<file path="src/rtl/uart_tx_arbiter_if.sv">
// Requester/transmitter bus shared by the UART transmit arbiter.
// The slave side is the arbiter; the master side is the environment
// (requesters plus the byte transmitter that reports busy).
interface uart_tx_arbiter_if #(
  parameter int NUM_REQ = 4
);
  logic [NUM_REQ-1:0]   req_valid;
  logic [8*NUM_REQ-1:0] req_data;
  logic [NUM_REQ-1:0]   req_last;
  logic [NUM_REQ-1:0]   req_ready;
  logic [7:0]           uart_tx_data;
  logic                 uart_tx_enable;
  logic                 uart_tx_busy;

  modport master (
    output req_valid, req_data, req_last, uart_tx_busy,
    input  req_ready, uart_tx_data, uart_tx_enable
  );

  modport slave (
    input  req_valid, req_data, req_last, uart_tx_busy,
    output req_ready, uart_tx_data, uart_tx_enable
  );
endinterface

</file>
<file path="src/rtl/uart_tx_arbiter.sv">
// Round-robin arbiter sharing one UART byte transmitter among NUM_REQ
// requesters. One byte in flight at a time; enable is a level whose rising
// edge starts the transmitter, so a guard gap keeps it low between bytes.
// A requester keeps the grant until it sends a byte marked last.
module uart_tx_arbiter #(
  parameter int NUM_REQ        = 4,
  parameter int IDX_W          = 2,
  parameter int GUARD_CYCLES   = 4,
  parameter int LAUNCH_TIMEOUT = 16
) (
  input  logic                 uart_tx_clk,
  input  logic                 reset,
  uart_tx_arbiter_if.slave     bus,
  input  logic                 err_clr,
  output logic [IDX_W-1:0]     owner,
  output logic                 lock_active,
  output logic                 timeout_err
);

  typedef enum logic [1:0] {
    IDLE      = 2'd0,
    LAUNCH    = 2'd1,
    WAIT_DONE = 2'd2,
    GAP       = 2'd3
  } state_t;

  // One counter serves both the launch timeout and the guard gap.
  localparam int CNT_MAX = (LAUNCH_TIMEOUT > GUARD_CYCLES) ? LAUNCH_TIMEOUT : GUARD_CYCLES;
  localparam int CNT_W   = $clog2(CNT_MAX + 1);
  localparam logic [CNT_W-1:0] LAUNCH_LAST = CNT_W'(LAUNCH_TIMEOUT - 1);
  localparam logic [CNT_W-1:0] GUARD_LAST  = CNT_W'(GUARD_CYCLES - 1);
  localparam logic [IDX_W-1:0] OWNER_RST   = IDX_W'(NUM_REQ - 1);

  state_t             state_r, state_s;
  logic [CNT_W-1:0]   cnt_r, cnt_s;
  logic [7:0]         data_r, data_s;
  logic [IDX_W-1:0]   owner_r, owner_s;
  logic               lock_r, lock_s;
  logic               enable_r, enable_s;
  logic               err_r, err_s;

  logic               found_s;
  logic [IDX_W-1:0]   sel_s;
  logic [7:0]         sel_byte_s;
  logic [NUM_REQ-1:0] ready_s;

  // Requester index reached by stepping 'step' places past 'base', wrapping.
  function automatic logic [IDX_W-1:0] wrap_next(input logic [IDX_W-1:0] base, input int step);
    int sum_v;
    sum_v = int'(base) + step;
    return IDX_W'(sum_v % NUM_REQ);
  endfunction

  // Arbitration: locked owner only, else first valid after the last owner.
  always_comb begin : arb_search
    logic [IDX_W-1:0] cand_v;
    found_s = 1'b0;
    sel_s   = {IDX_W{1'b0}};
    cand_v  = {IDX_W{1'b0}};
    if (lock_r) begin
      found_s = bus.req_valid[owner_r];
      sel_s   = owner_r;
    end else begin
      for (int i = 1; i <= NUM_REQ; i++) begin
        cand_v = wrap_next(owner_r, i);
        if (!found_s && bus.req_valid[cand_v]) begin
          found_s = 1'b1;
          sel_s   = cand_v;
        end else begin
          found_s = found_s;
        end
      end
    end
  end

  // Byte of the selected requester.
  always_comb begin
    sel_byte_s = bus.req_data[int'(sel_s)*8 +: 8];
  end

  // One-hot accept strobe, only while idle.
  always_comb begin
    ready_s = {NUM_REQ{1'b0}};
    if ((state_r == IDLE) && found_s) begin
      ready_s[sel_s] = 1'b1;
    end else begin
      ready_s = {NUM_REQ{1'b0}};
    end
  end

  // Next-state and next-output logic for the transmit handshake.
  always_comb begin
    state_s  = state_r;
    cnt_s    = cnt_r;
    data_s   = data_r;
    owner_s  = owner_r;
    lock_s   = lock_r;
    enable_s = enable_r;
    // Clear first so a timeout in the same cycle still leaves the flag set.
    if (err_clr) begin
      err_s = 1'b0;
    end else begin
      err_s = err_r;
    end

    case (state_r)
      IDLE: begin
        if (found_s) begin
          data_s   = sel_byte_s;
          owner_s  = sel_s;
          lock_s   = ~bus.req_last[sel_s];
          enable_s = 1'b1;
          cnt_s    = {CNT_W{1'b0}};
          state_s  = LAUNCH;
        end else begin
          enable_s = 1'b0;
        end
      end
      LAUNCH: begin
        if (bus.uart_tx_busy) begin
          enable_s = 1'b0;
          cnt_s    = {CNT_W{1'b0}};
          state_s  = WAIT_DONE;
        end else if (cnt_r == LAUNCH_LAST) begin
          // Transmitter never answered: drop the byte, keep the lock as set.
          enable_s = 1'b0;
          err_s    = 1'b1;
          cnt_s    = {CNT_W{1'b0}};
          state_s  = GAP;
        end else begin
          cnt_s = cnt_r + CNT_W'(1);
        end
      end
      WAIT_DONE: begin
        if (!bus.uart_tx_busy) begin
          cnt_s   = {CNT_W{1'b0}};
          state_s = GAP;
        end else begin
          state_s = WAIT_DONE;
        end
      end
      GAP: begin
        // Covers the stop-bit tail and keeps enable low long enough to
        // make the next rising edge visible.
        if (cnt_r == GUARD_LAST) begin
          cnt_s   = {CNT_W{1'b0}};
          state_s = IDLE;
        end else begin
          cnt_s = cnt_r + CNT_W'(1);
        end
      end
      default: begin
        enable_s = 1'b0;
        cnt_s    = {CNT_W{1'b0}};
        state_s  = IDLE;
      end
    endcase
  end

  // State and registered outputs with synchronous reset.
  always_ff @(posedge uart_tx_clk) begin
    if (reset) begin
      state_r  <= IDLE;
      cnt_r    <= {CNT_W{1'b0}};
      data_r   <= 8'h00;
      owner_r  <= OWNER_RST;
      lock_r   <= 1'b0;
      enable_r <= 1'b0;
      err_r    <= 1'b0;
    end else begin
      state_r  <= state_s;
      cnt_r    <= cnt_s;
      data_r   <= data_s;
      owner_r  <= owner_s;
      lock_r   <= lock_s;
      enable_r <= enable_s;
      err_r    <= err_s;
    end
  end

  assign bus.req_ready      = ready_s;
  assign bus.uart_tx_data   = data_r;
  assign bus.uart_tx_enable = enable_r;
  assign owner              = owner_r;
  assign lock_active        = lock_r;
  assign timeout_err        = err_r;

endmodule

</file>
<file path="src/flat_wrapper.sv">
// flat-port wrapper written by rule: the top's interface ports become plain ports
module uart_tx_arbiter_flat 
#(
  parameter int NUM_REQ        = 4,
  parameter int IDX_W          = 2,
  parameter int GUARD_CYCLES   = 4,
  parameter int LAUNCH_TIMEOUT = 16
)
  (uart_tx_clk, reset, err_clr, owner, lock_active, timeout_err, bus_req_valid, bus_req_data, bus_req_last, bus_uart_tx_busy, bus_req_ready, bus_uart_tx_data, bus_uart_tx_enable);
  uart_tx_arbiter_if #(.NUM_REQ(NUM_REQ)) bus_i ();
  input  logic uart_tx_clk;
  input  logic reset;
  input  logic err_clr;
  output logic [IDX_W-1:0] owner;
  output logic lock_active;
  output logic timeout_err;
  input wire logic [$bits(bus_i.req_valid)-1:0] bus_req_valid;
  input wire logic [$bits(bus_i.req_data)-1:0] bus_req_data;
  input wire logic [$bits(bus_i.req_last)-1:0] bus_req_last;
  input wire logic [$bits(bus_i.uart_tx_busy)-1:0] bus_uart_tx_busy;
  output wire logic [$bits(bus_i.req_ready)-1:0] bus_req_ready;
  output wire logic [$bits(bus_i.uart_tx_data)-1:0] bus_uart_tx_data;
  output wire logic [$bits(bus_i.uart_tx_enable)-1:0] bus_uart_tx_enable;
  assign bus_i.req_valid = bus_req_valid;
  assign bus_i.req_data = bus_req_data;
  assign bus_i.req_last = bus_req_last;
  assign bus_i.uart_tx_busy = bus_uart_tx_busy;
  assign bus_req_ready = bus_i.req_ready;
  assign bus_uart_tx_data = bus_i.uart_tx_data;
  assign bus_uart_tx_enable = bus_i.uart_tx_enable;
  uart_tx_arbiter #(.NUM_REQ(NUM_REQ), .IDX_W(IDX_W), .GUARD_CYCLES(GUARD_CYCLES), .LAUNCH_TIMEOUT(LAUNCH_TIMEOUT)) u_core (.uart_tx_clk(uart_tx_clk), .reset(reset), .bus(bus_i), .err_clr(err_clr), .owner(owner), .lock_active(lock_active), .timeout_err(timeout_err));
endmodule
</file>
<file path="config.mk">
export PLATFORM = sky130hd
export DESIGN_NAME = uart_tx_arbiter_flat
export DESIGN_NICKNAME = d
export VERILOG_FILES = /design/src/rtl/uart_tx_arbiter_if.sv /design/src/rtl/uart_tx_arbiter.sv /design/src/flat_wrapper.sv
export SDC_FILE = /design/constraint.sdc
export NUM_CORES = 1
export LEC_CHECK = 0
export CAP_MARGIN = 20
export CORE_ASPECT_RATIO = 1.5
export CORE_MARGIN = 1
export CORE_UTILIZATION = 43
export DETAILED_ROUTE_END_ITERATION = 8
export GPL_TIMING_DRIVEN = 0
export PLACE_DENSITY_LB_ADDON = 0.08
export SLEW_MARGIN = 20
export SYNTH_ARGS = -nofsm -noshare
export SYNTH_HDL_FRONTEND = slang
export SYNTH_SLANG_ARGS = --single-unit
</file>
<file path="constraint.sdc">
create_clock -name uart_tx_clk -period 2.4 [get_ports uart_tx_clk]
set_input_delay 0.48 -clock uart_tx_clk [delete_from_list [all_inputs] [get_ports uart_tx_clk]]
set_output_delay 0.48 -clock uart_tx_clk [all_outputs]
set_load 0.02 [all_outputs]
</file>
After elaboration in Yosys (flattened, before gate mapping):

Index checks and enable logic that the tools add are counted.
Widths: inputs -> output; s select.

* flip-flop bits (word level): 20
* output and inout port bits: 17

* $add $sub $neg: 5
* order comparisons: 7
* equality and inequality tests: 9
* shifts and indexed selects: 1
* multiplexer cells: 48
* bitwise gates (word level): 1
* reductions and logical operators: 14

Operator list (count)
* $shiftx 32x6->8: 1
* $mux 5: 5
* $mux 1: 23
* $pmux 5 s4: 1
* $lt 2x3->1 const B: 6
* $mux 2: 9
* $bmux 1 s2: 6
* $pmux 2 s4: 1
* $reduce_and 2->1: 3
* $add 5x1->5 const B: 1
* $eq 5x2->1 const B: 1
* $eq 5x4->1 const B: 1
* $logic_and 1x1->1: 5
* $add 2x1->2 const B: 2
* $add 2x2->2 const B: 2
* $eq 2x2->1 const B: 2
* $mux 4: 1
* $ne 2x1->1 const B: 2
* $logic_not 1->1: 3
* $ne 3x2->1 const B: 1
* $reduce_and 3->1: 1
* $demux 1 s2: 1
* $eq 2x1->1 const B: 1
* $ge 2x1->1 const B: 1
* other kinds (5): 5

Logic depth before layout (Yosys ltp):

Gate-level depths: netlist of the first run.

* depth in word-level cells: 22
* gate-level depth with buffers: 9
* gate-level depth less buffers: 8

Worst setup path before layout of the first run:

No wires, ideal clock.

* path type: input-to-output
* start point: input port bus_req_valid[3]
* end point: output port bus_req_ready[0]
* arrival: 1.852 ns
* path slack: 0.068 ns
* stages on the path: 5
* buffers on the path: 0
* cell sequence: or4_4 o22ai_2 o21ai_0 a21boi_1 nor2b_1

* word-level cells in the longest chain between the ends: 21
* elaborated cells between the ends (all ways): 36

Ends and longest elaborated chain
* start, declared: RTL line flat_wrapper.sv:17 `input wire logic [$bits(bus_i.req_valid)-1:0] bus_req_valid;`
* $bmux 1 s2: RTL line uart_tx_arbiter.sv:66 `if (!found_s && bus.req_valid[cand_v]) begin`
* $mux 1 (not written as such): RTL line uart_tx_arbiter.sv:66
* $mux 1: RTL line uart_tx_arbiter.sv:66
* $mux 1: RTL line uart_tx_arbiter.sv:60 `if (lock_r) begin`
* $logic_not 1->1: RTL line uart_tx_arbiter.sv:66
* $logic_and 1x1->1: RTL line uart_tx_arbiter.sv:66
* $mux 1: RTL line uart_tx_arbiter.sv:66
* $mux 1: RTL line uart_tx_arbiter.sv:60
* [... 5 more ...]
* $logic_and 1x1->1: RTL line uart_tx_arbiter.sv:66
* $mux 2: RTL line uart_tx_arbiter.sv:66
* $mux 2: RTL line uart_tx_arbiter.sv:60
* $lt 2x3->1 (not written as such) / $ge 2x1->1 (equally long branches): RTL line uart_tx_arbiter.sv:85 `ready_s[sel_s] = 1'b1;`
* $logic_and 1x1->1 (not written as such): RTL line uart_tx_arbiter.sv:85
* $mux 1 (not written as such): RTL line uart_tx_arbiter.sv:85
* $demux 1 s2
* $mux 4 *: RTL line uart_tx_arbiter.sv:84 `if ((state_r == IDLE) && found_s) begin`
* end, declared: RTL line flat_wrapper.sv:21 `output wire logic [$bits(bus_i.req_ready)-1:0] bus_req_ready;`

Every way passes the cells marked *; elsewhere a longest branch is shown, timed or not. The select of a mux whose other input is x is not followed.

Final worst setup path of the first run:

* start point: input port bus_req_valid[2]
* end point: output port bus_req_ready[3]

The elaborated chain is that of the path after synthesis.

==> results of run 1 <==
[cells in the mapped netlist, drive strengths merged, types with 3 or more instances]
master | n | share of area [%]
ha | 7 | 5.8
nor3b | 3 | 1.5
inv | 7 | 1.7
mux2i | 24 | 16
nand2 | 8 | 2.2
a21oi | 8 | 2.7
dfxtp | 20 | 27
a21o | 8 | 4.0
nor2 | 20 | 5.1
nand3 | 3 | 0.99
o22ai | 11 | 5.0
nor2b | 4 | 1.7
o21ai | 8 | 2.9
nand2b | 4 | 1.7
buf | 6 | 3.0
[per-layer routing]
layer | GRT usage (%) | wire, um
met2 | 46.8 | 2350
met5 | 0 | 0
met1 | 24.9 | 1720
met3 | 3.89 | 158
met4 | 9.88 | 46
[state kept, by name, summed over array words and instances, names as in the netlist]
| register | cells |
|---|---|
| u_core.lock_active | 1 |
| u_core.timeout_err | 1 |
| u_core.bus.uart_tx_enable | 1 |
| u_core.bus.uart_tx_data | 8 |
| u_core.state_r | 2 |
| u_core.owner | 2 |
| u_core.cnt_r | 5 |
[worst max-delay path: stages]
cell and delay, ns:
clkdlybuf4s15_2 0.26, or3b_4 0.43, o22a_1 0.23, nand2_2 0.11, o31ai_4 0.08, buf_6 0.15, and3_4 0.16, buf_6 0.12
[power groups by stage]
stage	combinational (mW)	sequential [mW]	clock [mW]
2_1_floorplan	1.07	0.570	0
3_3_place_gp	1.56	0.499	0
3_5_place_dp	1.62	0.507	0
4_1_cts	1.80	0.494	0.343
5_1_grt	2.01	0.505	0.355
6_report	1.86	0.494	0.337
[how the worst min path moves through the flow]
stage / startpoint / to / slack (ns) / cells after the start
6_report: u_core.bus.uart_tx_data[5]$_SDFFE_PP0P_ / u_core.bus.uart_tx_data[5]$_SDFFE_PP0P_ / 0.45 / 1
5_1_grt: u_core.bus.uart_tx_data[0]$_SDFFE_PP0P_ / u_core.bus.uart_tx_data[0]$_SDFFE_PP0P_ / 0.47 / 1
4_1_cts: u_core.bus.uart_tx_data[5]$_SDFFE_PP0P_ / u_core.bus.uart_tx_data[5]$_SDFFE_PP0P_ / 0.46 / 1
3_5_place_dp: u_core.bus.uart_tx_data[5]$_SDFFE_PP0P_ / u_core.bus.uart_tx_data[5]$_SDFFE_PP0P_ / 0.44 / 1
3_3_place_gp: u_core.bus.uart_tx_data[3]$_SDFFE_PP0P_ / u_core.bus.uart_tx_data[3]$_SDFFE_PP0P_ / 0.44 / 1
2_1_floorplan: u_core.cnt_r[3]$_SDFFE_PP0P_ / u_core.cnt_r[3]$_SDFFE_PP0P_ / 0.48 / 2
[timing repair]
action / 4_1_cts / 5_1_grt
setup buffers: 10 / 1
pin swaps: 10 / 3
gates resized for setup: 52 / 5
setup endpoints to repair: 19 / 4
[placed cells by master, fill, tap and decap left out, types with 8 or more instances in the layout]
cell type        netlist  final
o22ai_1               10     10
a21o_1                 8      8
a21oi_1                8      8
buf_4                  1     13
mux2i_1               24     24
clkdlybuf4s50_1        0     52
nor2_1                19     19
dfxtp_1               20     18
[layout make-up]
class	instances	share of cell area (%)
inverters	7	1.11
clock buffers	3	1.74
plain buffers	7	2.32
flip-flops and latches	20	17.1
repair buffers	71	28.3
well taps	42	2.21
multi-input cells	140	46.0
clock inverters	1	1.27
[cell families after synthesis]
family / synth area share, %
muxes: 17.4
DFF: 26.5
and+or+nand+nor: 19.2
adders and majority gates: 5.80
buffers and inverters: 4.97
AOI/OAI and AO/OA: 26.1
==> metrics.md, run 1 <==
| Metric | Value |
|---|---|
| Worst skew pair latency | `about 0.26 ns` |
| Initial Utilization | `44.6%` |
| Vias in the first global route | `1642` |
| CTS tree | `built` |
| TritonCTS Sinks | `20` |
| Io pins | `61` |
| Hold WC Path Type | `flip-flop to flip-flop` |
| Critical path type | `input pin to primary output` |
| CP Launch Type | `input pin` |
| Clock Path Buffers | `2` |
| Synth Instances | `174` |
| Root Buffer | `clkbuf_8` |
| Post-Place Cell Area | `2160 um^2` |
| Switching share of total power | `41.5%` |
| Cells on worst reg2reg path | `7` |
| Die width | `50.4 um` |
| Syn Area/Cell | `roughly 8.7 um^2` |
| Worst-path maximum fanout | `7` |
| Multi-input gate area | `1090 um^2` |
| Reg power frac | `18.4%` |
| Leakage | `1.04 nW` |
| TritonCTS Buffers | `3` |
| Non-filler instance count after layout | `291` |
| Flop-to-flop setup slack | `0.15 ns` |
| Endpoints failing setup | `4` |
| Worst Path Arrival | `slightly above 2 ns` |
| Int Power | `1.57 mW` |
| Crit path time final | `about 2.5 ns` |
| R2R Path End | `u_core.bus.uart_tx_data[7]$_SDFFE_PP0P_` |
| Global route overflow | `0` |
| Register Area | `between 400 and 500 um^2` |
| Maxcap violations | `0` |
| CP Launch Point | `bus_req_valid[2]` |
| Fill count | `between 200 and 300` |
| Fin area | `2370 um^2` |
| Row cnt | `26` |
| Tot Pwr | `2.69 mW` |
| Clk pwr share | `12.5%` |
| First-pass GRT wire length | `roughly 7000 um` |
| Crit share post-route | `105%` |
| Number of synthesized flops with an enable pin | `0` |
| Hold Slack | `0.452 ns` |
| Netlist Area Pre-Place | `1510 um^2` |
| Switching power total | `1.12 mW` |
| Placed cell count | `276` |
| Reg2reg start | `u_core.owner[0]$_SDFFE_PP1P_` |
| Drt pass-1 iters | `4` |
| Maximum vdd ir drop | `0.000658 V` |
| CP Capture Type | `primary output` |
| Least-Margin Pin Slew | `0.558 ns` |
| Nets | `301` |
| Post-layout util | `70.2%` |
| Clk_skew | `0.00353 ns` |
| Post-route DRC violation count | `0` |
| Tot GR Track Use | `24.0%` |
| Comb pwr share | `69.1%` |
| Final setup TNS | `-0.330 ns` |
| Chip height | `74.6 um` |
| F_max | `0.399 GHz` |
| Initial antenna violation count | `0` |
| Avg WL per Cell | `about 15 um` |
| Via density | `5.35` |
| Number of hold buffers added after CTS | `0` |
| Setup WS post-layout | `-0.109 ns` |
| Power Density | `between 1000 and 1500 nW/um^2` |
| Gp weighted congestion | `between 0.7 and 0.8` |
| Fin. Hold Viols | `0` |
| Dpl ws | `-1.11 ns` |
| Post-DRT Antenna Nets | `0` |
| Top_reg_cell synth | `dfxtp_1` |
| Synth warnings | `0` |
| WP data required | `~1.9 ns` |
| Layout cell share with drive strength beyond 1 | `around 20%` |
| Final Slew Violations | `0` |
| Netlist cell types | `~50` |
| Worst-path clk slew | `0.07 ns` |
| Port buffer count | `60` |
| Violated checks | `setup timing` |
| Register area share after synthesis | `26.5%` |
| Post-Route WL | `4280 um` |
| Detailed-route via count | `between 1500 and 2000` |
| Status | `complete, but fails checks` |
| Ys async rst share | `0%` |
| H-tree levels | `1` |
| DP HPWL | `3240 um` |
| Largest net degree at the start of global routing | `13` |
| N_diodes | `0` |
| Area grow syn2layout | `57.2%` |
| Slew Limit Headroom | `62.6%` |
| Die ar. | `3760 um^2` |
| Core Area | `3380 um^2` |
| Initial detailed-routing violation count | `18` |
| Seq cells post-synth | `20` |
| Critical Path End | `bus_req_ready[3]` |
| Unrepaired setup endpoints after global routing | `true` |
| Mapped Nets | `225` |
Note: power is estimated with default switching activity, not from simulation.
==> run 2: changes to the inputs <==
--- a/config.mk
+++ b/config.mk
@@ -10,6 +10,7 @@
 export CORE_MARGIN = 1
 export CORE_UTILIZATION = 43
 export DETAILED_ROUTE_END_ITERATION = 8
+export GPL_ROUTABILITY_DRIVEN = 0
 export GPL_TIMING_DRIVEN = 0
 export PLACE_DENSITY_LB_ADDON = 0.08
 export SLEW_MARGIN = 20
==> results of run 2 <==
The final DEF is identical to that of run 1; final timing and power are the same.
==> run 3: changes to the inputs <==
==> constraint.sdc (replaced) <==
create_clock -name uart_tx_clk -period 2.4 [get_ports uart_tx_clk]
set_input_delay 0.24 -clock uart_tx_clk [delete_from_list [all_inputs] [get_ports uart_tx_clk]]
set_output_delay 0.24 -clock uart_tx_clk [all_outputs]
set_load 0.02 [all_outputs]
==> run 3 against run 2 <==
- the flow now finishes without violations
- power is 4.7% lower
- cell count is 2.1% lower
- global-route usage is 0.80 points lower
- clock power is 1% lower
- combinational power is 7% lower
- sequential cell count stayed put
- sequential power is 1% higher
- routed wire length is 1.4% lower
- first-iteration DRC count is 33% higher
- hold slack worse by 0.00070 ns
- highest routed layer unchanged
==> metrics.md, run 3 (synthesis results as in run 1) <==
| Metric | Value |
|---|---|
| Chip height | `74.6 um (unchanged)` |
| Io pins | `61 (unchanged)` |
| Worst Path Arrival | `2.10 ns (was 2.03 ns)` |
| Largest net degree at the start of global routing | `13 (unchanged)` |
| Cells on worst reg2reg path | `9 (was 7)` |
| Core Area | `3380 um^2 (unchanged)` |
| Leading cell types in the layout, fill and taps excluded | `clkdlybuf4s50_1, mux2i_1, nor2_1, dfxtp_1, o22ai_1 (was clkdlybuf4s50_1, mux2i_1, nor2_1, dfxtp_1, buf_4)` |
| Least-Margin Pin Slew | `0.567 ns (was 0.558 ns)` |
| Fin. Hold Viols | `0 (unchanged)` |
| Tot GR Track Use | `23.2% (was 24.0%)` |
| Unrepaired setup endpoints after global routing | `true (unchanged)` |
| Die ar. | `3760 um^2 (unchanged)` |
| Number of hold buffers added after CTS | `0 (unchanged)` |
| Multi-input gate area | `1070 um^2 (was 1090 um^2)` |
| Avg WL per Cell | `14.8 um (was 14.7 um)` |
| DP HPWL | `3240 um (unchanged)` |
| Hold Slack | `0.451 ns (was 0.452 ns)` |
| Post-layout util | `68.1% (was 70.2%)` |
| Nets | `295 (was 301)` |
| TritonCTS Sinks | `20 (unchanged)` |
| Row cnt | `26 (unchanged)` |
| Leakage | `1.00 nW (was 1.04 nW)` |
| Worst Hold Path Cells | `1 (unchanged)` |
| Global route overflow | `0 (unchanged)` |
| Vias in the first global route | `1578 (was 1642)` |
| Detailed-route via count | `1544 (was 1558)` |
| Post-DRT Antenna Nets | `0 (unchanged)` |
| Most common library cell in the layout ignoring fill and taps | `clkdlybuf4s50_1 (unchanged)` |
| Post-Route WL | `4220 um (was 4280 um)` |
| Clk_skew | `0.00516 ns (was 0.00353 ns)` |
| Endpoints failing setup | `0 (was 4)` |
| Worst-path maximum fanout | `3 (was 7)` |
| Post-route DRC violation count | `0 (unchanged)` |
| Power Density | `1110 nW/um^2 (was 1130 nW/um^2)` |
| Status | `finished, final reports clean (was complete, but fails checks)` |
| Initial Utilization | `44.6% (unchanged)` |
| CTS tree | `built (unchanged)` |
| F_max | `0.426 GHz (was 0.399 GHz)` |
| Register Area | `405 um^2 (unchanged)` |
| Maxcap violations | `0 (unchanged)` |
| First-pass GRT wire length | `6820 um (was 7020 um)` |
| Drt pass-1 iters | `4 (unchanged)` |
| Root Buffer | `clkbuf_8 (unchanged)` |
| WP data required | `2.16 ns (was 1.92 ns)` |
| CP Launch Type | `input pin (unchanged)` |
| Initial antenna violation count | `0 (unchanged)` |
| N_diodes | `0 (unchanged)` |
| Critical path type | `input pin to primary output (unchanged)` |
| Clock Path Buffers | `2 (unchanged)` |
| Via density | `5.42 (was 5.35)` |
| Layout cell share with drive strength beyond 1 | `16.0% (was 20.1%)` |
| Maximum vdd ir drop | `0.000665 V (was 0.000658 V)` |
| Fill count | `294 (was 290)` |
| Final Slew Violations | `0 (unchanged)` |
| Slew Limit Headroom | `62.1% (was 62.6%)` |
| Worst-path clk slew | `0.07 ns (about the same)` |
| Port buffer count | `60 (unchanged)` |
| Crit share post-route | `97.7% (was 105%)` |
| Area grow syn2layout | `52.5% (was 57.2%)` |
| Hold WC Path Type | `flip-flop to flip-flop (unchanged)` |
| TritonCTS Buffers | `3 (unchanged)` |
| H-tree levels | `1 (unchanged)` |
| Initial detailed-routing violation count | `24 (was 18)` |
| Worst skew pair latency | `0.26 ns (about the same)` |
| CP Capture Type | `primary output (unchanged)` |
| Max reg flops | `8 (unchanged)` |
| Die width | `50.4 um (unchanged)` |
| Crit path time final | `2.34 ns (was 2.51 ns)` |
run 3: cell count changes in the layout (fill, tap and decap cells not counted), moves of 2 or more:
cell / delta
dlygate4sd2_1: +3
buf_4: -4
buf_2: -2
buf_6: -3
run 3: layer usage:
layer	up-vias	part of all wire [%]	global-route usage, %
li1	781	-	-
met2	42	54	45.8
met4	0	1.3	7.72
met5	-	0	0
met1	715	41	24.6
met3	6	4.2	3.48
run 3: report_power, final:
group	total, mW	switching [mW]	internal (mW)	leakage (nW)
registers	0.500	0.0683	0.432	0.164
clock network	0.333	0.110	0.222	0.0357
logic	1.73	0.897	0.829	0.802
total	2.56	1.08	1.48	1.00
run 3: worst max-delay path: stages:
cell             delay, ns
clkdlybuf4s50_1       0.47
or4_4                 0.46
o22ai_4               0.20
buf_4                 0.15
o21ai_2               0.08
o2bb2ai_2             0.18
and3_1                0.18
buf_4                 0.14
run 3: through the flow:
| stage | instance area, um^2 | setup WS, ns | std cells | TNS, ns | total power, mW |
|---|---|---|---|---|---|
| after floorplan | 1510 | 0.269 | 174 | 0 | 1.64 |
| final | 2300 | 0.0553 | 285 | 0 | 2.56 |
| after global placement | 2160 | -0.564 | 276 | -3.47 | 2.06 |
| after detailed placement | 2160 | -0.626 | 276 | -4.53 | 2.12 |
| after global routing | 2300 | -0.0352 | 285 | -0.0352 | 2.74 |
| after CTS | 2280 | 0.00285 | 284 | 0 | 2.54 |
run 3: worst paths after layout:
kind | start | end | slack, ns
setup / recovery | bus_req_valid[1] | bus_req_ready[3] | 0.06
hold / removal | u_core.bus.uart_tx_data[5]$_SDFFE_PP0P_ | u_core.bus.uart_tx_data[5]$_SDFFE_PP0P_ | 0.45
setup reg to reg | u_core.owner[0]$_SDFFE_PP1P_ | u_core.bus.uart_tx_data[5]$_SDFFE_PP0P_ | 0.15
hold reg to reg | u_core.bus.uart_tx_data[5]$_SDFFE_PP0P_ | u_core.bus.uart_tx_data[5]$_SDFFE_PP0P_ | 0.45
run 3: layout make-up:
type	instances	area share, %
sequential	20	17.6
inverter	7	1.14
clock inverter	1	1.30
buffer	6	1.90
multi-input combinational	140	46.5
timing repair buffer	66	27.5
clock buffer	3	1.79
tap	42	2.28
run 3: repair_timing:
| action | CTS | global route |
|---|---|---|
| endpoints found under the setup margin | 4 | 10 |
| setup buffers | 4 | 2 |
| gates resized for setup | 24 | 14 |
| pin swaps | 3 | 4 |
==> patch: new RTL, flow settings as in run 2 <==
Put one more register stage on the output `timeout_err`. The value now appears one clock later. The other outputs are not delayed to match.
--- a/src/rtl/uart_tx_arbiter.sv
+++ b/src/rtl/uart_tx_arbiter.sv
@@ -184,5 +184,7 @@
   assign owner              = owner_r;
   assign lock_active        = lock_r;
-  assign timeout_err        = err_r;
+  always_ff @(posedge uart_tx_clk) begin
+    timeout_err <= err_r;
+  end
 
 endmodule
Formal check against the unedited RTL: no difference found for any inputs over 4 cycles, from zero or initial values and one cycle with reset high; that may be too few to reach the edited logic, so the function may still have changed.
==> patch against run 2 <==
The flow still finishes with violations (negative setup slack); sequential power is 7.3% higher; first-iteration DRC count is 110% higher; power is 12% higher; setup slack worse by 0.062 ns; final area is 6.2% higher; area after synthesis is 1.6% higher; wire length is 12% higher; sequential cell count is 1 higher; largest power group unchanged; combinational power is 20% higher; highest routed layer unchanged; critical path depth stayed put.
==> patch: results (changes against run 2) <==
* Netlist cell types at 50 (+2.0%)
* WHS at 0.355 ns (-0.0965 ns)
* Area contributors post-synth: dfxtp_1 27%, a221oi_1 8.6%, and3_1 6.9%, ha_1 5.7%, o31ai_1 4.9%
* Layout cell share with drive strength beyond 1 at 24.7% (+4.6 points)
* FF-to-FF End: u_core.lock_active
* Slowest CP cell: mux4_2
* Dpl hpwl at 3370 um (+4.2%)
* N_diodes at 0 (unchanged)
* HP Start: u_core.err_r
* Largest net degree at the start of global routing at 14 (+1)
* Hold endpoint: u_core.timeout_err
* Clk_lat worst skew at 0.27 ns
* CP top delay family: multiplexers
* Pre-CTS setup slack at -1.26 ns (-0.152 ns)
* Post-synthesis mux area share at 9.22% (-8.2 points)
* Final setup viols at 4 (unchanged)
* Post-synth net total at 229 (+1.8%)
* Initial antenna violation count at 0 (unchanged)
* VDD IR max at 0.000958 V (+45%)
* Arrival time worst endpoint at 2.09 ns (+0.06 ns)
* R2R setup slack at 0.09 ns (-0.06 ns)
* Port buffer count at 59 (-1.7%)
* First-pass GRT wire length at 7080 um (+0.78%)
* Run status: complete, but fails checks
* Nets at 311 (+3.3%)
* Post-Synth Adder-Cell Area at 5.71% (-0.090 points)
* Vias per cell at 5.73 (+7.1%)
* Synth Flop Type: dfxtp_1
* Worst Hold Path Cells at 0 (-1)
* GRT Overall Usage at 24.5% (+0.46 points)
* Vias in the first global route at 1619 (-1.4%)
* Complex-gate fraction of the synthesized area at 25.9% (-0.24 points)
* Crit Reg-Reg Startpoint: u_core.owner[0]
* Failing checks: negative setup slack
* LEAKAGE at 1.01 nW (-3.0%)
* Final Worst Setup Slack at -0.171 ns (-0.0618 ns)
* Depth of the worst register-to-register path at 9 (+2)
* Sequential-to-total area share from yosys stat at 27.4% (+0.89 points)
* H-tree levels at 1 (unchanged)
* Skew final at 0.00704 ns (+0.00351 ns)
* Iteration-0 DRC Markers at 37 (+19)
* Synth cell count leaders: 21 x dfxtp_1, 17 x and3_1, 15 x a221oi_1
* Max stage delay on crit path at 0.53 ns (+0.10 ns)
* WL final at 4790 um (+12%)
* Worst-Margin Slew at 0.609 ns (+0.0506 ns)
patch: cell types whose count changed after synthesis, sizes merged, moves of 6 or more:
cell / before / now
a221oi: 0 / 15
o22ai: 11 / 1
clkbuf: 1 / 7
and3: 1 / 17
o31ai: 1 / 11
a21o: 8 / 1
nand3b: 2 / 9
mux2i: 24 / 7
nor2: 20 / 11
patch: worst reg2reg max path: stages, from the launching register on:
cell and delay (ns):
dfxtp_2 0.33, buf_6 0.12, buf_4 0.14, nor2_2 0.14
a32oi_2 0.17, a21oi_4 0.26, mux2_4 0.37, buf_4 0.16
mux4_2 0.31, a211oi_2 0.24
patch: report_power, final:
group	switching (mW)	leakage (nW)	internal (mW)
clock network	0.126	0.0217	0.118
logic	1.11	0.813	1.13
registers	0.0823	0.172	0.448
total	1.32	1.01	1.69
patch: final cells by class:
type / instances / area (sq um)
Buffer: 12 / 85.1
Clock buffer: 3 / 41.3
Clock inverter: 1 / 7.51
Fill cell: 258 / 895
Inverter: 8 / 30.0
Multi-Input combinational cell: 135 / 1130
Sequential cell: 21 / 423
Tap cell: 42 / 52.6
Timing Repair Buffer: 79 / 753
patch: per-layer routing:
layer	global-route usage, %	wire length [um]
met2	45.5	2570
met1	27.7	1940
met4	10.8	94
met5	0	0
met3	3.03	183
patch: how the worst max path moves through the flow:
stage / start / end / slack [ns] / cells after the start
2_1_floorplan: bus_req_valid[1] / bus_req_ready[0] / -0.03 / 7
3_3_place_gp: bus_req_valid[3] / bus_req_ready[1] / -1.20 / 8
3_5_place_dp: bus_req_valid[3] / bus_req_ready[1] / -1.26 / 8
4_1_cts: u_core.owner[0] / bus_req_ready[1] / -0.21 / 8
5_1_grt: u_core.owner[1] / bus_req_ready[1] / -0.24 / 8
6_report: bus_req_valid[3] / bus_req_ready[2] / -0.17 / 8
patch: logic make-up (layout without fill, tap and decap cells):
logic type	count (synthesis)	after routing
multiplexers	11	11
adder cells (fa/ha/maj)	7	7
AO/OA/AOI/OAI	51	51
flip-flops	21	21
AND/OR/NAND/NOR	66	66
buffers and inverters	22	103
patch: stage by stage:
stage               cells  TNS, ns  area, sq um
floorplan             178  -0.0600         1580
CTS                   295   -0.629         2420
global route          301   -0.924         2520
detailed placement    279   -10.10         2230
global placement      279    -8.67         2230
finish                301   -0.656         2520
patch: what timing repair did:
item,CTS,global route
setup endpoints to repair,14,4
gates resized for setup,44,12
pin swaps,2,6
buffers inserted,13,7
